**src/rtl/clkdiv_pkg.sv**
```systemverilog
// Shared definitions for the multi-channel clock-enable divider.
// Holds the lock FSM encoding, the channel-count ceiling and the
// helper that sizes the channel-select port.
package clkdiv_pkg;

    localparam int CH_MAX = 16;

    typedef enum logic [0:0] {
        LK_SETTLE = 1'b0,
        LK_LOCKED = 1'b1
    } lock_state_t;

    // Width of the channel-select field; a single channel still gets one bit.
    function automatic int ch_sel_width(input int num_ch);
        return (num_ch > 1) ? $clog2(num_ch) : 1;
    endfunction

endpackage

```
**src/rtl/clkdiv_channel.sv**
```systemverilog
// One divider channel: period counter, active/pending ratio registers,
// registered enable pulse and square wave, and the apply strobe that
// swaps in a pending ratio on a period boundary.
module clkdiv_channel
    import clkdiv_pkg::*;
#(
    parameter int               CNT_W   = 16,
    parameter logic [CNT_W-1:0] DIV_RST = CNT_W'(4)
) (
    input  logic             i_clk,
    input  logic             i_rst_n,
    input  logic             i_wr,
    input  logic [CNT_W-1:0] i_wr_div,
    input  logic             i_sync,
    output logic             o_pending,
    output logic             o_apply,
    output logic             o_ce,
    output logic             o_sq
);

    localparam logic [CNT_W-1:0] ONE = CNT_W'(1);

    logic [CNT_W-1:0] r_cnt;
    logic [CNT_W-1:0] r_div;
    logic [CNT_W-1:0] r_pend_div;
    logic             r_pending;
    logic             r_ce;
    logic             r_sq;

    logic w_stopped;
    logic w_last;
    logic w_fall;
    logic w_apply;

    // A ratio of zero parks the channel; otherwise the last count is D-1.
    assign w_stopped = (r_div == '0);
    assign w_last    = !w_stopped && (r_cnt == (r_div - ONE));
    // Square wave drops after count floor(D/2)-1; D==1 never drives it high.
    assign w_fall    = (r_div > ONE) && (r_cnt == ((r_div >> 1) - ONE));
    // A pending ratio lands on the next period boundary, or at once when parked.
    assign w_apply   = r_pending && (w_stopped || w_last);

    // Ratio registers: accept into the pending slot, promote it on apply.
    // Accept and apply never coincide because accept requires !pending.
    always_ff @(posedge i_clk or negedge i_rst_n) begin
        if (!i_rst_n) begin
            r_div      <= DIV_RST;
            r_pend_div <= '0;
            r_pending  <= 1'b0;
        end else if (i_wr) begin
            r_pend_div <= i_wr_div;
            r_pending  <= 1'b1;
        end else if (w_apply) begin
            r_div      <= r_pend_div;
            r_pending  <= 1'b0;
        end
    end

    // Counter and outputs. The boundary pulse of the old period is always
    // emitted; the square wave only rises if the incoming ratio can toggle.
    always_ff @(posedge i_clk or negedge i_rst_n) begin
        if (!i_rst_n) begin
            r_cnt <= '0;
            r_ce  <= 1'b0;
            r_sq  <= 1'b0;
        end else if (w_apply) begin
            r_cnt <= '0;
            r_ce  <= w_last;
            r_sq  <= w_last && (r_pend_div > ONE);
        end else if (i_sync || w_stopped) begin
            r_cnt <= '0;
            r_ce  <= 1'b0;
            r_sq  <= 1'b0;
        end else if (w_last) begin
            r_cnt <= '0;
            r_ce  <= 1'b1;
            r_sq  <= (r_div > ONE);
        end else begin
            r_cnt <= r_cnt + ONE;
            r_ce  <= 1'b0;
            if (w_fall) begin
                r_sq <= 1'b0;
            end
        end
    end

    assign o_pending = r_pending;
    assign o_apply   = w_apply;
    assign o_ce      = r_ce;
    assign o_sq      = r_sq;

endmodule

```
**src/rtl/clkdiv_multi.sv**
```systemverilog
// Multi-channel clock-enable / divider top.
// Decodes runtime ratio writes onto NUM_CH channels, reports readiness per
// addressed channel, and holds LOCKED low for LOCK_CYCLES after any ratio
// change. Optional feature macro: CLKDIV_PHASE_SYNC_EN adds the i_sync port
// that realigns every channel counter to a common phase.
//
// Lock FSM states
//   state     | meaning
//   LK_SETTLE | counting down settle cycles, o_locked low
//   LK_LOCKED | all channels stable, o_locked high
module clkdiv_multi
    import clkdiv_pkg::*;
#(
    parameter int                        NUM_CH      = 2,
    parameter int                        CNT_W       = 16,
    parameter logic [NUM_CH*CNT_W-1:0]   DIV_INIT    = {NUM_CH{CNT_W'(4)}},
    parameter int                        LOCK_CYCLES = 16
) (
    input  logic                              i_clk,
    input  logic                              i_rst_n,
    input  logic                              i_cfg_valid,
    output logic                              o_cfg_ready,
    input  logic [ch_sel_width(NUM_CH)-1:0]   i_cfg_ch,
    input  logic [CNT_W-1:0]                  i_cfg_div,
    output logic [NUM_CH-1:0]                 o_ce_out,
    output logic [NUM_CH-1:0]                 o_sq_out,
    output logic                              o_locked
`ifdef CLKDIV_PHASE_SYNC_EN
    ,
    input  logic                              i_sync
`endif
);

    localparam int              CH_W      = ch_sel_width(NUM_CH);
    localparam int              LK_W      = (LOCK_CYCLES > 1) ? $clog2(LOCK_CYCLES) : 1;
    localparam logic [LK_W-1:0] LK_RELOAD = LK_W'(LOCK_CYCLES - 1);

    if (NUM_CH < 1 || NUM_CH > CH_MAX) begin : g_bad_num_ch
        $error("clkdiv_multi: NUM_CH must be 1..16");
    end
    if (LOCK_CYCLES < 1) begin : g_bad_lock_cycles
        $error("clkdiv_multi: LOCK_CYCLES must be at least 1");
    end

    logic [NUM_CH-1:0] w_wr;
    logic [NUM_CH-1:0] w_pending;
    logic [NUM_CH-1:0] w_apply;
    logic              w_ready;
    logic              w_sync;
    logic              w_restart;

    lock_state_t       r_state;
    lock_state_t       w_state_nxt;
    logic [LK_W-1:0]   r_settle;
    logic [LK_W-1:0]   w_settle_nxt;

`ifdef CLKDIV_PHASE_SYNC_EN
    assign w_sync = i_sync;
`else
    assign w_sync = 1'b0;
`endif

    // Ready follows the pending flag of the addressed channel; selects beyond
    // NUM_CH report ready and are simply ignored so a master cannot hang.
    always_comb begin
        w_ready = 1'b1;
        for (int i = 0; i < NUM_CH; i++) begin
            if ((i_cfg_ch == CH_W'(i)) && w_pending[i]) begin
                w_ready = 1'b0;
            end
        end
    end

    assign o_cfg_ready = w_ready;

    for (genvar g = 0; g < NUM_CH; g++) begin : g_ch
        assign w_wr[g] = i_cfg_valid && w_ready && (i_cfg_ch == CH_W'(g));

        clkdiv_channel #(
            .CNT_W   (CNT_W),
            .DIV_RST (DIV_INIT[g*CNT_W +: CNT_W])
        ) u_ch (
            .i_clk     (i_clk),
            .i_rst_n   (i_rst_n),
            .i_wr      (w_wr[g]),
            .i_wr_div  (i_cfg_div),
            .i_sync    (w_sync),
            .o_pending (w_pending[g]),
            .o_apply   (w_apply[g]),
            .o_ce      (o_ce_out[g]),
            .o_sq      (o_sq_out[g])
        );
    end

    assign w_restart = (|w_apply) || w_sync;

    // Lock FSM state and settle down-counter.
    always_ff @(posedge i_clk or negedge i_rst_n) begin
        if (!i_rst_n) begin
            r_state  <= LK_SETTLE;
            r_settle <= LK_RELOAD;
        end else begin
            r_state  <= w_state_nxt;
            r_settle <= w_settle_nxt;
        end
    end

    // Lock FSM next state: any ratio change or realign restarts the settle count.
    always_comb begin
        w_state_nxt  = r_state;
        w_settle_nxt = r_settle;
        if (w_restart) begin
            w_state_nxt  = LK_SETTLE;
            w_settle_nxt = LK_RELOAD;
        end else begin
            case (r_state)
                LK_SETTLE: begin
                    if (r_settle == '0) begin
                        w_state_nxt = LK_LOCKED;
                    end else begin
                        w_settle_nxt = r_settle - LK_W'(1);
                    end
                end
                LK_LOCKED: begin
                    w_state_nxt = LK_LOCKED;
                end
                default: begin
                    w_state_nxt  = LK_SETTLE;
                    w_settle_nxt = LK_RELOAD;
                end
            endcase
        end
    end

    assign o_locked = (r_state == LK_LOCKED);

endmodule
```
**config.mk**
```make
export PLATFORM = sky130hd
export DESIGN_NAME = clkdiv_multi
export DESIGN_NICKNAME = d
export VERILOG_FILES = /design/src/rtl/clkdiv_pkg.sv /design/src/rtl/clkdiv_channel.sv /design/src/rtl/clkdiv_multi.sv
export SDC_FILE = /design/constraint.sdc
export NUM_CORES = 1
export LEC_CHECK = 0
export ABC_CLOCK_PERIOD_IN_PS = 3160
export CAP_MARGIN = 20
export CORE_ASPECT_RATIO = 0.75
export CORE_MARGIN = 4
export CORE_UTILIZATION = 39
export CTS_CLUSTER_SIZE = 20
export DETAILED_ROUTE_END_ITERATION = 16
export GPL_ROUTABILITY_DRIVEN = 0
export HOLD_SLACK_MARGIN = 0.12
export SKIP_CTS_REPAIR_TIMING = 1
export SYNTH_ARGS = -nofsm -noshare
export SYNTH_HDL_FRONTEND = slang
export SYNTH_SLANG_ARGS = --single-unit
```
**constraint.sdc**
```tcl
create_clock -name i_clk -period 3.16 [get_ports i_clk]
set_input_delay 0.316 -clock i_clk [delete_from_list [all_inputs] [get_ports i_clk]]
set_output_delay 0.316 -clock i_clk [all_outputs]
set_load 0.005 [all_outputs]
```
Word-level counts from Yosys, hierarchy flattened
Cells that the tools add are included.

word-level totals
  register bits = 107
  input bits = 20
  output and inout bits = 6
  word-level logic and storage cells = 95

operators by class
  $add $sub $neg = 7
  magnitude comparators = 4
  equal/unequal tests = 6
  muxes and demuxes = 32
  bitwise logic cells = 4
  reduce and logical (&&, ||, !) cells = 28

operators by type and width
  operator                                              number
  two-way mux 16 bit                                    6
  equality test 16 bit                                  4
  > comparator 16 x 1 -> 1 bit (second input constant)  4
  adder 16 x 1 -> 16 bit (second input constant)        2
  logical NOT 16 bit                                    2
  subtractor 15 x 1 -> 16 bit (second input constant)   2
  subtractor 16 x 1 -> 16 bit (second input constant)   2
  two-way mux 1 bit                                     22
  logical AND 1 bit                                     13
  two-way mux 4 bit                                     3
  nonzero test 4 bit                                    2
  AND reduction 2 bit                                   3
  logical NOT 4 bit                                     1
  inequality test 2 bit (second input constant)         2
  NOT 1 bit                                             4
  nonzero test 2 bit                                    2
  subtractor 4 x 1 -> 4 bit (second input constant)     1
  logical NOT 1 bit                                     2
  logical OR 1 bit                                      2
  case mux 1 bit (2 select lines)                       1
  OR reduction 2 bit                                    1

Depth between registers and ports, before layout
Gate-level depths: netlist of run 1.

  depth in word-level cells = 8
  mapped depth = 13
  mapped depth without buffers = 9

Modules after synthesis
A second synthesis of run 1 with hierarchy kept.

unflattened totals
  cells, all modules = 650
  area, all modules = 6750.2 um^2

modules (own cells, without submodules)
  module          times used  cells each  area each (um^2)  seq. area each (um^2)
  clkdiv_channel  2           311         3230.6            1277.5
  clkdiv_multi    1           28          289.0             130.1

Least setup slack after synthesis of run 1
No wires, ideal clock.

  kind = register -> register
  start = reg g_ch[0].u_ch.r_div[0]
  end = reg g_ch[0].u_ch.r_div[10]
  setup time = 125 ps
  data arrival time = 2952 ps
  required time = 3035 ps
  slack = 83 ps
  cell stages (with the launch flop) = 13
  buffers on the path = 3
  period minus slack after synthesis = 3077 ps
  cell sequence = dfrtp_1 > clkbuf_1 > inv_1 > ha_1 > clkbuf_1 > nor3b_1 > nand3_1 > xnor2_1 > nand3_1 > o41ai_4 > nand2_2 > buf_6 > mux2_4

between the ends
  longest elaborated chain between the ends = 6
  elaborated cells on any way between the ends = 8
  those cells by class = 1 x add/sub; 1 x eq/ne; 6 x reduce/logical

ends and longest elaborated chain
  item                                                               line                                        source
  start, declared                                                    clkdiv_channel.sv:24                        logic [CNT_W-1:0] r_div;
  start signal, assigned                                             clkdiv_channel.sv:54                        r_div <= r_pend_div;
  subtractor 16 x 1 -> 16 bit or logical NOT 16 bit (tied branches)  clkdiv_channel.sv:37, clkdiv_channel.sv:36
  equality test 16 bit or logical NOT 1 bit (tied branches)          clkdiv_channel.sv:37                        assign w_last = !w_stopped && (r_cnt == (r_div - ONE));
  logical AND 1 bit                                                  clkdiv_channel.sv:37
  logical OR 1 bit *                                                 clkdiv_channel.sv:41                        assign w_apply = r_pending && (w_stopped || w_last);
  logical AND 1 bit *                                                clkdiv_channel.sv:41
  AND reduction 2 bit (no source line) *                             n/a

Mark *: on every way between the ends. The rest lies on a longest branch, timed or not.
A chain may end at the register's enable or synchronous reset.

Worst setup path after layout of run 1
  start = reg g_ch[1].u_ch.r_div[7]
  end = reg g_ch[1].u_ch.r_div[3]

between the ends
  longest elaborated chain between the ends = 6
  elaborated cells on any way between the ends = 8
  those cells by class = 1 x add/sub; 1 x eq/ne; 6 x reduce/logical

ends and longest elaborated chain
  item                                                               line
  start, declared                                                    clkdiv_channel.sv:24
  start signal, assigned                                             clkdiv_channel.sv:54
  subtractor 16 x 1 -> 16 bit or logical NOT 16 bit (tied branches)  clkdiv_channel.sv:37, clkdiv_channel.sv:36
  equality test 16 bit or logical NOT 1 bit (tied branches)          clkdiv_channel.sv:37
  logical AND 1 bit                                                  clkdiv_channel.sv:37
  logical OR 1 bit *                                                 clkdiv_channel.sv:41
  logical AND 1 bit *                                                clkdiv_channel.sv:41
  AND reduction 2 bit (no source line) *                             n/a

Marks and branches as above.

==> results of run 1 <==
[cells by family (layout without fill, tap and decap cells)]
family,after synthesis,count (layout)
compound gates,67,67
xor+xnor,111,111
fa+ha+maj,11,11
buf+inv,72,93
flops,107,107
mux,69,69
simple gates,259,259
[routing by layer]
metal | part of all wire | routed length [µm] | vias up
met1 | 0.50 | 8890 | 2657
li1 | - | - | 2485
met5 | 0 | 0 | -
met2 | 0.42 | 7330 | 230
met3 | 0.072 | 1270 | 10
met4 | 0.0084 | 149 | 0
[power breakdown]
part	internal (W)	switching, W	leakage (nW)
clock	0.000638	0.000500	0.141
sequential	0.00193	0.000785	1.34
combinational	0.00195	0.00209	1.79
total	0.00452	0.00338	3.26
[path summary, 6_finish.rpt]
path	to	from
min in group i_clk	g_ch[0].u_ch.r_pend_div[0]	g_ch[0].u_ch.r_pend_div[0]
min reg2reg	g_ch[0].u_ch.r_pend_div[0]	g_ch[0].u_ch.r_pend_div[0]
max reg2reg	g_ch[1].u_ch.r_div[3]	g_ch[1].u_ch.r_div[7]
max in group asynchronous	r_settle[2]	i_rst_n
max	g_ch[1].u_ch.r_div[3]	g_ch[1].u_ch.r_div[7]
min	g_ch[1].u_ch.r_cnt[15]	i_rst_n
[per-stage QoR]
step                      setup WS (ps)  power (W)  hold WS (ps)  utilization
after floorplan                    83.1    0.00550          20.4            -
after global placement              260    0.00649           376        0.435
after detailed placement           92.0    0.00662           389        0.435
after CTS                           103    0.00780          15.7        0.452
after global routing               57.1    0.00841           551        0.454
final                               216    0.00790           528        0.454
[cell usage in the layout (no fill, tap or decap), drive strengths merged, types with 4 or more instances in the layout]
cell / synthesis / layout
nand3: 38 / 38
nor2: 73 / 73
or3: 8 / 8
clkbuf: 34 / 14
xor2: 48 / 48
a21oi: 11 / 11
nor3b: 7 / 7
a31oi: 4 / 4
or4: 5 / 5
nand2: 28 / 28
dfrtp: 101 / 101
nor2b: 4 / 4
nor3: 10 / 10
nand2b: 5 / 5
buf: 21 / 35
mux2i: 7 / 7
mux2: 62 / 62
o31ai: 5 / 5
ha: 11 / 11
clkdlybuf4s50: 0 / 24
a2111oi: 4 / 4
nor4b: 8 / 8
o21ai: 13 / 13
nand4: 15 / 15
inv: 17 / 17
and3: 16 / 16
dfstp: 6 / 6
nor4: 25 / 25
xnor2: 63 / 63
[registers in the layout, indices dropped and copies added (netlist names)]
| register | flops |
|---|---|
| g_ch.u_ch.r_div | 32 |
| g_ch.u_ch.r_pend_div | 32 |
| g_ch.u_ch.o_sq | 2 |
| r_settle | 4 |
| o_locked | 1 |
| g_ch.u_ch.r_cnt | 32 |
| g_ch.u_ch.o_pending | 2 |
| g_ch.u_ch.o_ce | 2 |
[layout make-up]
class                   count  area, µm²  area share
multi-input cells         517       3900       0.502
flip-flops and latches    107       2690       0.346
repair buffers             60        526      0.0678
well taps                 236        295      0.0381
clock buffers              14        254      0.0328
inverters                  17       63.8     0.00823
clock inverters             2       35.0     0.00452
==> flow_results.xml, run 1 <==
<?xml version="1.0" encoding="UTF-8"?>
<metrics>
  <group name="final_layout">
    <metric name="finalInstanceArea" unit="µm²">7750</metric>
    <metric name="finish.cell_count_without_fillers" unit="">953</metric>
    <metric name="layout-area-overhead-vs-synth" unit="%">12.5</metric>
    <metric name="post_route_cells_drive_above_1_share" unit="">0.192</metric>
    <metric name="final_nets" unit="">743</metric>
    <metric name="n_diodes" unit="">0</metric>
    <metric name="filler_cell_count" unit="">1574</metric>
  </group>
  <group name="logic_synthesis">
    <metric name="post_synth_and_or_nand_nor_area_fraction" unit="">0.211</metric>
    <metric name="netlist_top_cells_area" unit="">sky130_fd_sc_hd__dfrtp_1, sky130_fd_sc_hd__mux2_2, sky130_fd_sc_hd__xnor2_1</metric>
    <metric name="post-synth-top-area-fraction" unit="">0.367</metric>
    <metric name="syn_inst" unit="">696</metric>
    <metric name="synth.cell_area" unit="µm²">6900</metric>
    <metric name="synth_top_cell_by_area" unit="">sky130_fd_sc_hd__dfrtp_1</metric>
    <metric name="ys_types" unit="">72</metric>
    <metric name="synth.net_count" unit="">727</metric>
    <metric name="postSynthRegisterBits" unit="">107</metric>
    <metric name="synth_commonest_cells" unit="">sky130_fd_sc_hd__dfrtp_1, sky130_fd_sc_hd__nor2_1, sky130_fd_sc_hd__xnor2_1</metric>
    <metric name="postSynth.asyncResetShare" unit="">1.00</metric>
    <metric name="synth_ff_type" unit="">sky130_fd_sc_hd__dfrtp_1</metric>
    <metric name="synth-compound-area-share" unit="">0.0719</metric>
    <metric name="ys_seq_area_frac" unit="">0.389</metric>
    <metric name="synthesis.yosys.warnings" unit="">0</metric>
    <metric name="synth_xor_xnor_area_share" unit="">0.141</metric>
    <metric name="synth_edf_count" unit="">0</metric>
    <metric name="cell_with_the_most_instances_after_synthesis" unit="">sky130_fd_sc_hd__dfrtp_1</metric>
    <metric name="avgSynthCellArea" unit="µm²">9.91</metric>
    <metric name="synth_adder_area_share" unit="">0.0200</metric>
    <metric name="synth_top_family_by_area" unit="">simple AND/OR/NAND/NOR gates</metric>
    <metric name="synth.area.mux_share" unit="">0.117</metric>
  </group>
  <group name="worst_setup_path">
    <metric name="worst-path-max-fanout" unit="">21</metric>
    <metric name="critical_path.cell_chain" unit="">or4_4 -&gt; nor4_2 -&gt; xnor2_1 -&gt; nor2_1 -&gt; and4_1 -&gt; a32o_1 -&gt; buf_12 -&gt; mux2_2</metric>
    <metric name="worstSetupPathDepth" unit="">8</metric>
    <metric name="worst_path_largest_cell_delay" unit="ps">660</metric>
    <metric name="r2r.worst_path.cells" unit="">8</metric>
    <metric name="critical_path_arrival" unit="ps">3180</metric>
    <metric name="worstPathBufferInverterCount" unit="">1</metric>
    <metric name="cp-start-kind" unit="">register</metric>
    <metric name="slowest_stage" unit="">sky130_fd_sc_hd__or4_4</metric>
    <metric name="critPathTopFamily" unit="">simple AND/OR/NAND/NOR gates</metric>
    <metric name="worst-r2r-setup-slack" unit="ps">220</metric>
    <metric name="crit_path_required_time" unit="ps">3390</metric>
    <metric name="crit_end_category" unit="">register</metric>
    <metric name="worst-setup-path-type" unit="">register to register</metric>
  </group>
  <group name="route">
    <metric name="post-route-drc-count" unit="">0</metric>
    <metric name="routedWlPerCell" unit="µm">18.5</metric>
    <metric name="drtIter0Drc" unit="">419</metric>
    <metric name="ant_nets" unit="">0</metric>
    <metric name="drt_pre_antenna_iters" unit="">5</metric>
    <metric name="detailroute.via_count" unit="">5382</metric>
    <metric name="vias_per_cell" unit="">5.65</metric>
    <metric name="drt_wl_total" unit="µm">17600</metric>
  </group>
  <group name="clocking">
    <metric name="ctsRootBufferMaster" unit="">sky130_fd_sc_hd__clkbuf_16</metric>
    <metric name="clock_transition_at_the_registers_of_the_reported_paths" unit="ps">70</metric>
    <metric name="cts.htree.levels" unit="">3</metric>
    <metric name="tritoncts" unit="">done</metric>
    <metric name="clock_tree.buffer_depth" unit="">2</metric>
    <metric name="clkLatencyLatePin" unit="ps">350</metric>
    <metric name="cts_inserted_buffers" unit="">9</metric>
    <metric name="cts_sinks" unit="">107</metric>
  </group>
  <group name="global_route">
    <metric name="met2_usage" unit="">0.253</metric>
    <metric name="grt.busiest_layer" unit="">met1</metric>
    <metric name="use_met3" unit="">0.0350</metric>
    <metric name="first_global_vias" unit="">5108</metric>
    <metric name="gr-usage-all-layers" unit="">0.180</metric>
    <metric name="grt_max_degree" unit="">52</metric>
    <metric name="met1_grt_util" unit="">0.284</metric>
    <metric name="antenna_found_initial" unit="">0</metric>
    <metric name="grt_first_pass_wirelength" unit="µm">28400</metric>
    <metric name="grt_remaining_overflow" unit="">0</metric>
  </group>
  <group name="placed_design">
    <metric name="detailed_place_hpwl" unit="µm">13200</metric>
    <metric name="dpl.cell_count" unit="">936</metric>
    <metric name="portBuffers" unit="">25</metric>
    <metric name="area_post_placement" unit="µm²">7430</metric>
  </group>
  <group name="sta">
    <metric name="finalSetupViolCount" unit="">0</metric>
    <metric name="timing_worst_slew_pin_value" unit="ps">832</metric>
    <metric name="maxSlewHeadroom" unit="">0.444</metric>
    <metric name="worst_clock_skew" unit="ps">7.57</metric>
    <metric name="timing_hold_violations_final" unit="">0</metric>
    <metric name="setup-tns-final" unit="ps">0</metric>
    <metric name="maxSlewViolCount" unit="">0</metric>
    <metric name="min_period" unit="ps">2940</metric>
    <metric name="fmax" unit="MHz">340</metric>
    <metric name="rsz_0062_raised_after_global_routing" unit="">no</metric>
    <metric name="min_period_over_period" unit="">0.932</metric>
  </group>
  <group name="power">
    <metric name="power_per_cell_area" unit="nW/µm²">1020</metric>
    <metric name="static_leakage_power" unit="nW">3.26</metric>
    <metric name="power.ir.vdd_worst" unit="mV">0.342</metric>
  </group>
  <group name="worst_hold_path">
    <metric name="timing.hold.worst.class" unit="">input port to asynchronous set/reset pin</metric>
  </group>
  <group name="die">
    <metric name="ios" unit="">26</metric>
    <metric name="floorplan.die_area" unit="µm²">19900</metric>
    <metric name="initial_core_util" unit="">0.404</metric>
    <metric name="die_x" unit="µm">162</metric>
    <metric name="core.rowCount" unit="">41</metric>
    <metric name="core_region_area" unit="µm²">17100</metric>
    <metric name="die_h" unit="µm">123</metric>
  </group>
  <group name="run_status">
    <metric name="outcome" unit="">finished, final reports clean</metric>
  </group>
  <group name="job">
    <metric name="maxCapViolCount" unit="">0</metric>
  </group>
</metrics>
Power figures use the tool's default switching activity.
==> run 2: changes to the inputs <==
- SKIP_CTS_REPAIR_TIMING: 1 -> not set
==> run 2 against run 1 <==
Compared with the run above: sequential cell count did not move; core utilization did not move; first-iteration DRC count rose by 15%; via count rose by 0.19%; critical path depth did not move; critical path type unchanged; largest power group unchanged.
==> flow_results.xml, run 2 (synthesis results as in run 1) <==
<?xml version="1.0" encoding="UTF-8"?>
<metrics>
  <group name="run_status">
    <metric name="outcome" unit="">finished, final reports clean</metric>
  </group>
  <group name="worst_setup_path">
    <metric name="slowest_stage" unit="">sky130_fd_sc_hd__or4_4</metric>
    <metric name="r2r.worst_path.cells" unit="">8</metric>
    <metric name="crit_end_category" unit="">register</metric>
    <metric name="worst-path-max-fanout" unit="">21</metric>
    <metric name="worst_path_largest_cell_delay" unit="ps">670</metric>
    <metric name="crit_path_required_time" unit="ps">3400</metric>
    <metric name="critical_path.cell_chain" unit="">or4_4 -&gt; nor4_2 -&gt; xnor2_1 -&gt; nor2_1 -&gt; and4_1 -&gt; a32o_1 -&gt; buf_12 -&gt; mux2_2</metric>
    <metric name="worstReg2RegStart" unit="">g_ch[1].u_ch.r_div[7]</metric>
    <metric name="worst-setup-path-type" unit="">register to register</metric>
    <metric name="worst-r2r-setup-slack" unit="ps">190</metric>
    <metric name="reg2reg_to" unit="">g_ch[1].u_ch.r_div[3]</metric>
    <metric name="cp-start-kind" unit="">register</metric>
    <metric name="critical_path_arrival" unit="ps">3200</metric>
  </group>
  <group name="route">
    <metric name="vias_per_cell" unit="">5.66</metric>
    <metric name="drtIter0Drc" unit="">480</metric>
    <metric name="post-route-drc-count" unit="">0</metric>
    <metric name="routedWlPerCell" unit="µm">18.4</metric>
    <metric name="ant_nets" unit="">0</metric>
    <metric name="drt_wl_total" unit="µm">17600</metric>
    <metric name="detailroute.via_count" unit="">5392</metric>
    <metric name="drt_pre_antenna_iters" unit="">5</metric>
  </group>
  <group name="final_layout">
    <metric name="filler_cell_count" unit="">1574</metric>
    <metric name="layout.cells.most_common_list" unit="">sky130_fd_sc_hd__dfrtp_1, sky130_fd_sc_hd__nor2_1, sky130_fd_sc_hd__xnor2_1, sky130_fd_sc_hd__mux2_2, sky130_fd_sc_hd__xor2_1</metric>
    <metric name="layout-area-overhead-vs-synth" unit="%">12.5</metric>
    <metric name="final_nets" unit="">743</metric>
    <metric name="finalInstanceArea" unit="µm²">7750</metric>
    <metric name="n_diodes" unit="">0</metric>
    <metric name="post_route_cells_drive_above_1_share" unit="">0.192</metric>
    <metric name="finish.cell_count_without_fillers" unit="">953</metric>
    <metric name="final-seq-area" unit="µm²">2690</metric>
    <metric name="final_common_cell" unit="">sky130_fd_sc_hd__dfrtp_1</metric>
    <metric name="reg.largest.list" unit="">g_ch.u_ch.r_cnt: 32 flops, g_ch.u_ch.r_div: 32 flops, g_ch.u_ch.r_pend_div: 32 flops</metric>
    <metric name="area_of_the_multi_input_gates" unit="µm²">3900</metric>
  </group>
  <group name="clocking">
    <metric name="cts.htree.levels" unit="">3</metric>
    <metric name="clkLatencyLatePin" unit="ps">350</metric>
    <metric name="cts_inserted_buffers" unit="">9</metric>
    <metric name="clock_transition_at_the_registers_of_the_reported_paths" unit="ps">70</metric>
    <metric name="ctsRootBufferMaster" unit="">sky130_fd_sc_hd__clkbuf_16</metric>
    <metric name="tritoncts" unit="">done</metric>
    <metric name="clock_tree.buffer_depth" unit="">2</metric>
    <metric name="cts_sinks" unit="">107</metric>
  </group>
  <group name="die">
    <metric name="die_x" unit="µm">162</metric>
    <metric name="ios" unit="">26</metric>
    <metric name="die_h" unit="µm">123</metric>
    <metric name="initial_core_util" unit="">0.404</metric>
    <metric name="floorplan.die_area" unit="µm²">19900</metric>
    <metric name="core.rowCount" unit="">41</metric>
    <metric name="core_region_area" unit="µm²">17100</metric>
  </group>
  <group name="global_route">
    <metric name="met1_grt_util" unit="">0.284</metric>
    <metric name="first_global_vias" unit="">5115</metric>
    <metric name="grt_remaining_overflow" unit="">0</metric>
    <metric name="use_met3" unit="">0.0353</metric>
    <metric name="met2_usage" unit="">0.253</metric>
    <metric name="gr-usage-all-layers" unit="">0.180</metric>
    <metric name="grt_max_degree" unit="">52</metric>
    <metric name="grt.busiest_layer" unit="">met1</metric>
    <metric name="grt_first_pass_wirelength" unit="µm">28400</metric>
    <metric name="antenna_found_initial" unit="">0</metric>
  </group>
  <group name="sta">
    <metric name="worst_clock_skew" unit="ps">7.80</metric>
    <metric name="finalSetupViolCount" unit="">0</metric>
    <metric name="fmax" unit="MHz">337</metric>
    <metric name="maxSlewViolCount" unit="">0</metric>
    <metric name="min_period_over_period" unit="">0.938</metric>
    <metric name="timing_worst_slew_pin_value" unit="ps">835</metric>
    <metric name="min_period" unit="ps">2970</metric>
    <metric name="setup-tns-final" unit="ps">0</metric>
    <metric name="rsz_0062_raised_after_global_routing" unit="">no</metric>
    <metric name="timing_hold_violations_final" unit="">0</metric>
    <metric name="maxSlewHeadroom" unit="">0.437</metric>
  </group>
  <group name="worst_hold_path">
    <metric name="timing.hold.worst.class" unit="">input port to asynchronous set/reset pin</metric>
  </group>
  <group name="power">
    <metric name="power_per_cell_area" unit="nW/µm²">1020</metric>
    <metric name="power.ir.vdd_worst" unit="mV">0.342</metric>
    <metric name="static_leakage_power" unit="nW">3.26</metric>
  </group>
  <group name="placed_design">
    <metric name="portBuffers" unit="">25</metric>
    <metric name="dpl.cell_count" unit="">936</metric>
    <metric name="area_post_placement" unit="µm²">7430</metric>
    <metric name="detailed_place_hpwl" unit="µm">13200</metric>
  </group>
  <group name="job">
    <metric name="maxCapViolCount" unit="">0</metric>
  </group>
</metrics>
==> run 2: cell counts in the layout (fill, tap and decap cells not counted) <==
No cell type changed its count.
==> run 2: area by class of cell <==
type | count | share of cell area
Tap cell | 236 | 0.0381
Sequential cell | 107 | 0.346
Clock inverter | 2 | 0.00452
Inverter | 17 | 0.00823
Clock buffer | 14 | 0.0328
Multi-Input combinational cell | 517 | 0.502
Timing Repair Buffer | 60 | 0.0678
==> run 2: repair_timing <==
item	4_1_cts	5_1_grt
endpoints found under the setup margin	0	34
hold buffers	1	0
buffers inserted	0	0
hold endpoints to repair	47	0
gates resized for setup	0	5
==> run 2: per-layer routing <==
layer  up-vias  wire [µm]
li1       2489          -
met1      2647       8860
met2       244       7270
met3        12       1300
met4         0        140
met5         -          0
==> run 2: worst max-delay path by stage <==
stage | slack [ps] | startpoint | to | cells after the start
after floorplan | 80 | g_ch[0].u_ch.r_div[0] | g_ch[0].u_ch.r_div[10] | 12
after global placement | 260 | g_ch[0].u_ch.r_div[1] | g_ch[0].u_ch.r_div[13] | 9
after detailed placement | 90 | g_ch[0].u_ch.r_div[1] | g_ch[0].u_ch.r_div[15] | 9
after CTS | 100 | g_ch[0].u_ch.r_div[1] | g_ch[0].u_ch.r_div[15] | 9
after global routing | 60 | g_ch[1].u_ch.r_div[2] | r_settle[3] | 11
final | 190 | g_ch[1].u_ch.r_div[7] | g_ch[1].u_ch.r_div[3] | 8
==> run 2: critical path: cells and delay by family (launching register included) <==
kind | cells | cell delay [ps]
xor+xnor | 1 | 100
buf+inv | 1 | 180
mux | 1 | 350
compound gates | 1 | 240
simple gates | 4 | 1480
flops | 1 | 510
==> run 2: power breakdown <==
part           internal (W)  switching (W)  leakage [nW]
registers           0.00193       0.000785          1.34
clock network      0.000638       0.000501         0.141
logic               0.00195        0.00208          1.79
total               0.00452        0.00337          3.26
==> run 2: per-stage QoR <==
step | worst slack (ps) | hold slack, ps | utilization | total power [W]
3_3_place_gp | 260 | 376 | 0.435 | 0.00649
5_1_grt | 57.1 | 551 | 0.454 | 0.00841
3_5_place_dp | 92.0 | 389 | 0.435 | 0.00662
4_1_cts | 103 | 532 | 0.453 | 0.00780
6_report | 195 | 525 | 0.454 | 0.00789
2_1_floorplan | 83.1 | 20.4 | - | 0.00550
==> run 3: changes to the inputs <==
- CAP_MARGIN: 20 -> not set
- SYNTH_HIERARCHICAL: not set -> 1
==> run 3 against run 2 <==
Compared with the run above: clock skew about the same; sequential share of layout area increased by 1.3 points; worst hold slack got worse by 11 ps; clock power increased by 9%; wire length decreased by 8.0%; non-clock buffer count decreased by 17; synthesized area decreased by 2.1%; register-to-register slack about the same.
==> flow_results.xml, run 3 <==
<?xml version="1.0" encoding="UTF-8"?>
<metrics>
  <group name="sta">
    <metric name="timing_worst_slew_pin_value" unit="ps">885</metric>
    <metric name="worst_clock_skew" unit="ps">7.68</metric>
    <metric name="maxSlewHeadroom" unit="">0.410</metric>
    <metric name="maxSlewViolCount" unit="">0</metric>
    <metric name="setup-tns-final" unit="ps">0</metric>
    <metric name="min_period_over_period" unit="">0.942</metric>
    <metric name="min_period" unit="ps">2980</metric>
    <metric name="finalSetupViolCount" unit="">0</metric>
    <metric name="fmax" unit="MHz">336</metric>
    <metric name="rsz_0062_raised_after_global_routing" unit="">no</metric>
    <metric name="timing_hold_violations_final" unit="">0</metric>
  </group>
  <group name="placed_design">
    <metric name="portBuffers" unit="">25</metric>
    <metric name="detailed_place_hpwl" unit="µm">12100</metric>
    <metric name="dpl.cell_count" unit="">862</metric>
  </group>
  <group name="worst_setup_path">
    <metric name="worstReg2RegStart" unit="">g_ch[1].u_ch/r_div[2]</metric>
    <metric name="crit_end_category" unit="">register</metric>
    <metric name="critical_path.startpoint" unit="">g_ch[1].u_ch/r_div[2]</metric>
    <metric name="reg2reg_to" unit="">g_ch[1].u_ch/r_div[9]</metric>
    <metric name="worst-path-max-fanout" unit="">12</metric>
    <metric name="r2r.worst_path.cells" unit="">10</metric>
    <metric name="cp-start-kind" unit="">register</metric>
    <metric name="worst-r2r-setup-slack" unit="ps">180</metric>
    <metric name="crit_path_required_time" unit="ps">3400</metric>
    <metric name="critical_path_arrival" unit="ps">3220</metric>
    <metric name="worst-setup-path-type" unit="">register to register</metric>
    <metric name="crit_end" unit="">g_ch[1].u_ch/r_div[9]</metric>
  </group>
  <group name="logic_synthesis">
    <metric name="ys_types" unit="">60</metric>
    <metric name="postSynthRegisterBits" unit="">107</metric>
    <metric name="syn_inst" unit="">650</metric>
    <metric name="post-synth-top-area-fraction" unit="">0.374</metric>
    <metric name="synth.cell_area" unit="µm²">6750</metric>
    <metric name="cell_with_the_most_instances_after_synthesis" unit="">sky130_fd_sc_hd__dfrtp_1</metric>
    <metric name="synth_commonest_cells" unit="">sky130_fd_sc_hd__dfrtp_1, sky130_fd_sc_hd__nor2_1, sky130_fd_sc_hd__xnor2_1</metric>
    <metric name="synthesis.yosys.warnings" unit="">6</metric>
    <metric name="synth_top_cell_by_area" unit="">sky130_fd_sc_hd__dfrtp_1</metric>
    <metric name="avgSynthCellArea" unit="µm²">10.4</metric>
    <metric name="ys_seq_area_frac" unit="">0.398</metric>
    <metric name="synth_ff_type" unit="">sky130_fd_sc_hd__dfrtp_1</metric>
    <metric name="postSynth.asyncResetShare" unit="">1.00</metric>
    <metric name="netlist_top_cells_area" unit="">sky130_fd_sc_hd__dfrtp_1, sky130_fd_sc_hd__xnor2_1, sky130_fd_sc_hd__xor2_1</metric>
    <metric name="synth_edf_count" unit="">0</metric>
  </group>
  <group name="global_route">
    <metric name="gr-usage-all-layers" unit="">0.170</metric>
    <metric name="antenna_found_initial" unit="">0</metric>
    <metric name="first_global_vias" unit="">4803</metric>
    <metric name="grt_first_pass_wirelength" unit="µm">26500</metric>
    <metric name="grt_max_degree" unit="">71</metric>
    <metric name="grt_remaining_overflow" unit="">0</metric>
  </group>
  <group name="die">
    <metric name="core_region_area" unit="µm²">16900</metric>
    <metric name="ios" unit="">26</metric>
    <metric name="core.rowCount" unit="">41</metric>
    <metric name="initial_core_util" unit="">0.400</metric>
    <metric name="die_h" unit="µm">122</metric>
    <metric name="die_x" unit="µm">160</metric>
    <metric name="floorplan.die_area" unit="µm²">19500</metric>
  </group>
  <group name="clocking">
    <metric name="cts.htree.levels" unit="">3</metric>
    <metric name="tritoncts" unit="">done</metric>
    <metric name="clkLatencyLatePin" unit="ps">350</metric>
    <metric name="cts_sinks" unit="">107</metric>
    <metric name="ctsRootBufferMaster" unit="">sky130_fd_sc_hd__clkbuf_16</metric>
    <metric name="cts_inserted_buffers" unit="">9</metric>
    <metric name="clock_transition_at_the_registers_of_the_reported_paths" unit="ps">70</metric>
    <metric name="clock_tree.buffer_depth" unit="">2</metric>
  </group>
  <group name="route">
    <metric name="ant_nets" unit="">0</metric>
    <metric name="post-route-drc-count" unit="">0</metric>
    <metric name="detailroute.via_count" unit="">4982</metric>
    <metric name="vias_per_cell" unit="">5.67</metric>
    <metric name="drtIter0Drc" unit="">529</metric>
    <metric name="routedWlPerCell" unit="µm">18.4</metric>
    <metric name="drt_wl_total" unit="µm">16200</metric>
    <metric name="drt_pre_antenna_iters" unit="">5</metric>
  </group>
  <group name="power">
    <metric name="static_leakage_power" unit="nW">3.11</metric>
    <metric name="power.ir.vdd_worst" unit="mV">0.325</metric>
    <metric name="power_per_cell_area" unit="nW/µm²">947</metric>
  </group>
  <group name="final_layout">
    <metric name="post_route_cells_drive_above_1_share" unit="">0.173</metric>
    <metric name="filler_cell_count" unit="">1530</metric>
    <metric name="final_common_cell" unit="">sky130_fd_sc_hd__dfrtp_1</metric>
    <metric name="finish.cell_count_without_fillers" unit="">879</metric>
    <metric name="reg.largest.list" unit="">g_ch.u_ch/r_cnt: 32 flops, g_ch.u_ch/r_div: 32 flops, g_ch.u_ch/r_pend_div: 32 flops</metric>
    <metric name="final_nets" unit="">690</metric>
    <metric name="n_diodes" unit="">0</metric>
    <metric name="layout-area-overhead-vs-synth" unit="%">10.6</metric>
    <metric name="layout.cells.most_common_list" unit="">sky130_fd_sc_hd__dfrtp_1, sky130_fd_sc_hd__nor2_1, sky130_fd_sc_hd__xnor2_1, sky130_fd_sc_hd__xor2_1, sky130_fd_sc_hd__mux2_2</metric>
  </group>
  <group name="run_status">
    <metric name="outcome" unit="">finished, final reports clean</metric>
  </group>
  <group name="job">
    <metric name="maxCapViolCount" unit="">0</metric>
  </group>
  <group name="worst_hold_path">
    <metric name="timing.hold.worst.class" unit="">register to register</metric>
  </group>
</metrics>
==> run 3: changes by cell type in the layout (fill, tap and decap cells not counted), moves of 7 or more <==
cell	previous run	this run
sky130_fd_sc_hd__nand4_1	15	28
sky130_fd_sc_hd__buf_4	34	17
sky130_fd_sc_hd__nor2_1	73	66
sky130_fd_sc_hd__nand3_1	38	23
sky130_fd_sc_hd__a22o_1	2	10
sky130_fd_sc_hd__xor2_1	48	58
sky130_fd_sc_hd__and3_1	16	8
sky130_fd_sc_hd__mux2_2	52	44
==> run 3: routing by layer <==
layer / vias to the layer above / GRT usage / share of wire
met3: 20 / 0.0342 / 0.073
met4: 0 / 0.0451 / 0.016
met5: - / 0 / 0
met1: 2481 / 0.271 / 0.51
met2: 183 / 0.232 / 0.40
li1: 2298 / - / -
==> run 3: cell type report <==
type / instances / area, µm² / area share
multi-input combinational: 485 / 3740 / 0.501
sequential: 107 / 2690 / 0.360
tap: 215 / 269 / 0.0360
clock inverter: 5 / 85.1 / 0.0114
inverter: 13 / 48.8 / 0.00654
timing repair buffer: 43 / 398 / 0.0533
clock buffer: 11 / 243 / 0.0325
==> run 3: critical path, stage by stage, from the launching register on <==
cell	delay, ps
sky130_fd_sc_hd__dfstp_2	610
sky130_fd_sc_hd__inv_1	60
sky130_fd_sc_hd__ha_1	260
sky130_fd_sc_hd__nor4b_4	160
sky130_fd_sc_hd__xnor2_1	140
sky130_fd_sc_hd__nor4_1	400
sky130_fd_sc_hd__and4_1	290
sky130_fd_sc_hd__nand3_2	90
sky130_fd_sc_hd__a211oi_4	230
sky130_fd_sc_hd__buf_4	260
sky130_fd_sc_hd__mux2_2	360
==> run 3: how the worst min path moves through the flow <==
stage	from	end	slack [ps]	cells after the start
2_1_floorplan	i_rst_n	g_ch[0].u_ch/o_ce	20	0
3_3_place_gp	i_rst_n	g_ch[1].u_ch/r_cnt[12]	470	1
3_5_place_dp	i_rst_n	g_ch[1].u_ch/r_cnt[12]	480	1
4_1_cts	g_ch[1].u_ch/r_pend_div[0]	g_ch[1].u_ch/r_div[0]	520	1
5_1_grt	g_ch[1].u_ch/r_pend_div[0]	g_ch[1].u_ch/r_div[0]	540	1
6_report	g_ch[1].u_ch/r_pend_div[0]	g_ch[1].u_ch/r_div[0]	510	1
==> run 3: power by group <==
| part | switching (W) | leakage (nW) | internal [W] |
|---|---|---|---|
| clock network | 0.000521 | 0.156 | 0.000721 |
| logic | 0.00155 | 1.60 | 0.00156 |
| registers | 0.000859 | 1.35 | 0.00185 |
| total | 0.00293 | 3.11 | 0.00414 |
==> run 3: logic make-up (layout without fill, tap and decap cells) <==
family / count (synthesis) / in the layout / share of synthesized area
multiplexers: 55 / 55 / 0.0971
AO/OA/AOI/OAI: 62 / 62 / 0.0727
AND/OR/NAND/NOR: 231 / 231 / 0.203
other: 1 / 6 / 0.000556
flip-flops: 107 / 107 / 0.398
XOR/XNOR: 120 / 120 / 0.156
adder cells (fa/ha/maj): 11 / 11 / 0.0204
buffers and inverters: 63 / 72 / 0.0532
==> run 3: through the flow <==
step / worst slack (ps) / util / power, W / instance area (µm²) / hold WS, ps
floorplan: 265 / - / 0.00503 / 6770 / 20.4
global placement: 326 / 0.422 / 0.00565 / 7120 / 467
detailed placement: 235 / 0.422 / 0.00574 / 7120 / 476
CTS: 230 / 0.442 / 0.00703 / 7460 / 520
global route: 34.9 / 0.442 / 0.00753 / 7460 / 543
finish: 183 / 0.442 / 0.00707 / 7460 / 514
==> run 3: timing repair <==
action	in CTS	in global routing
hold buffers	1	0
buffers inserted	0	0
gates resized for setup	0	1
endpoints found under the setup margin	0	6
hold endpoints to repair	42	0
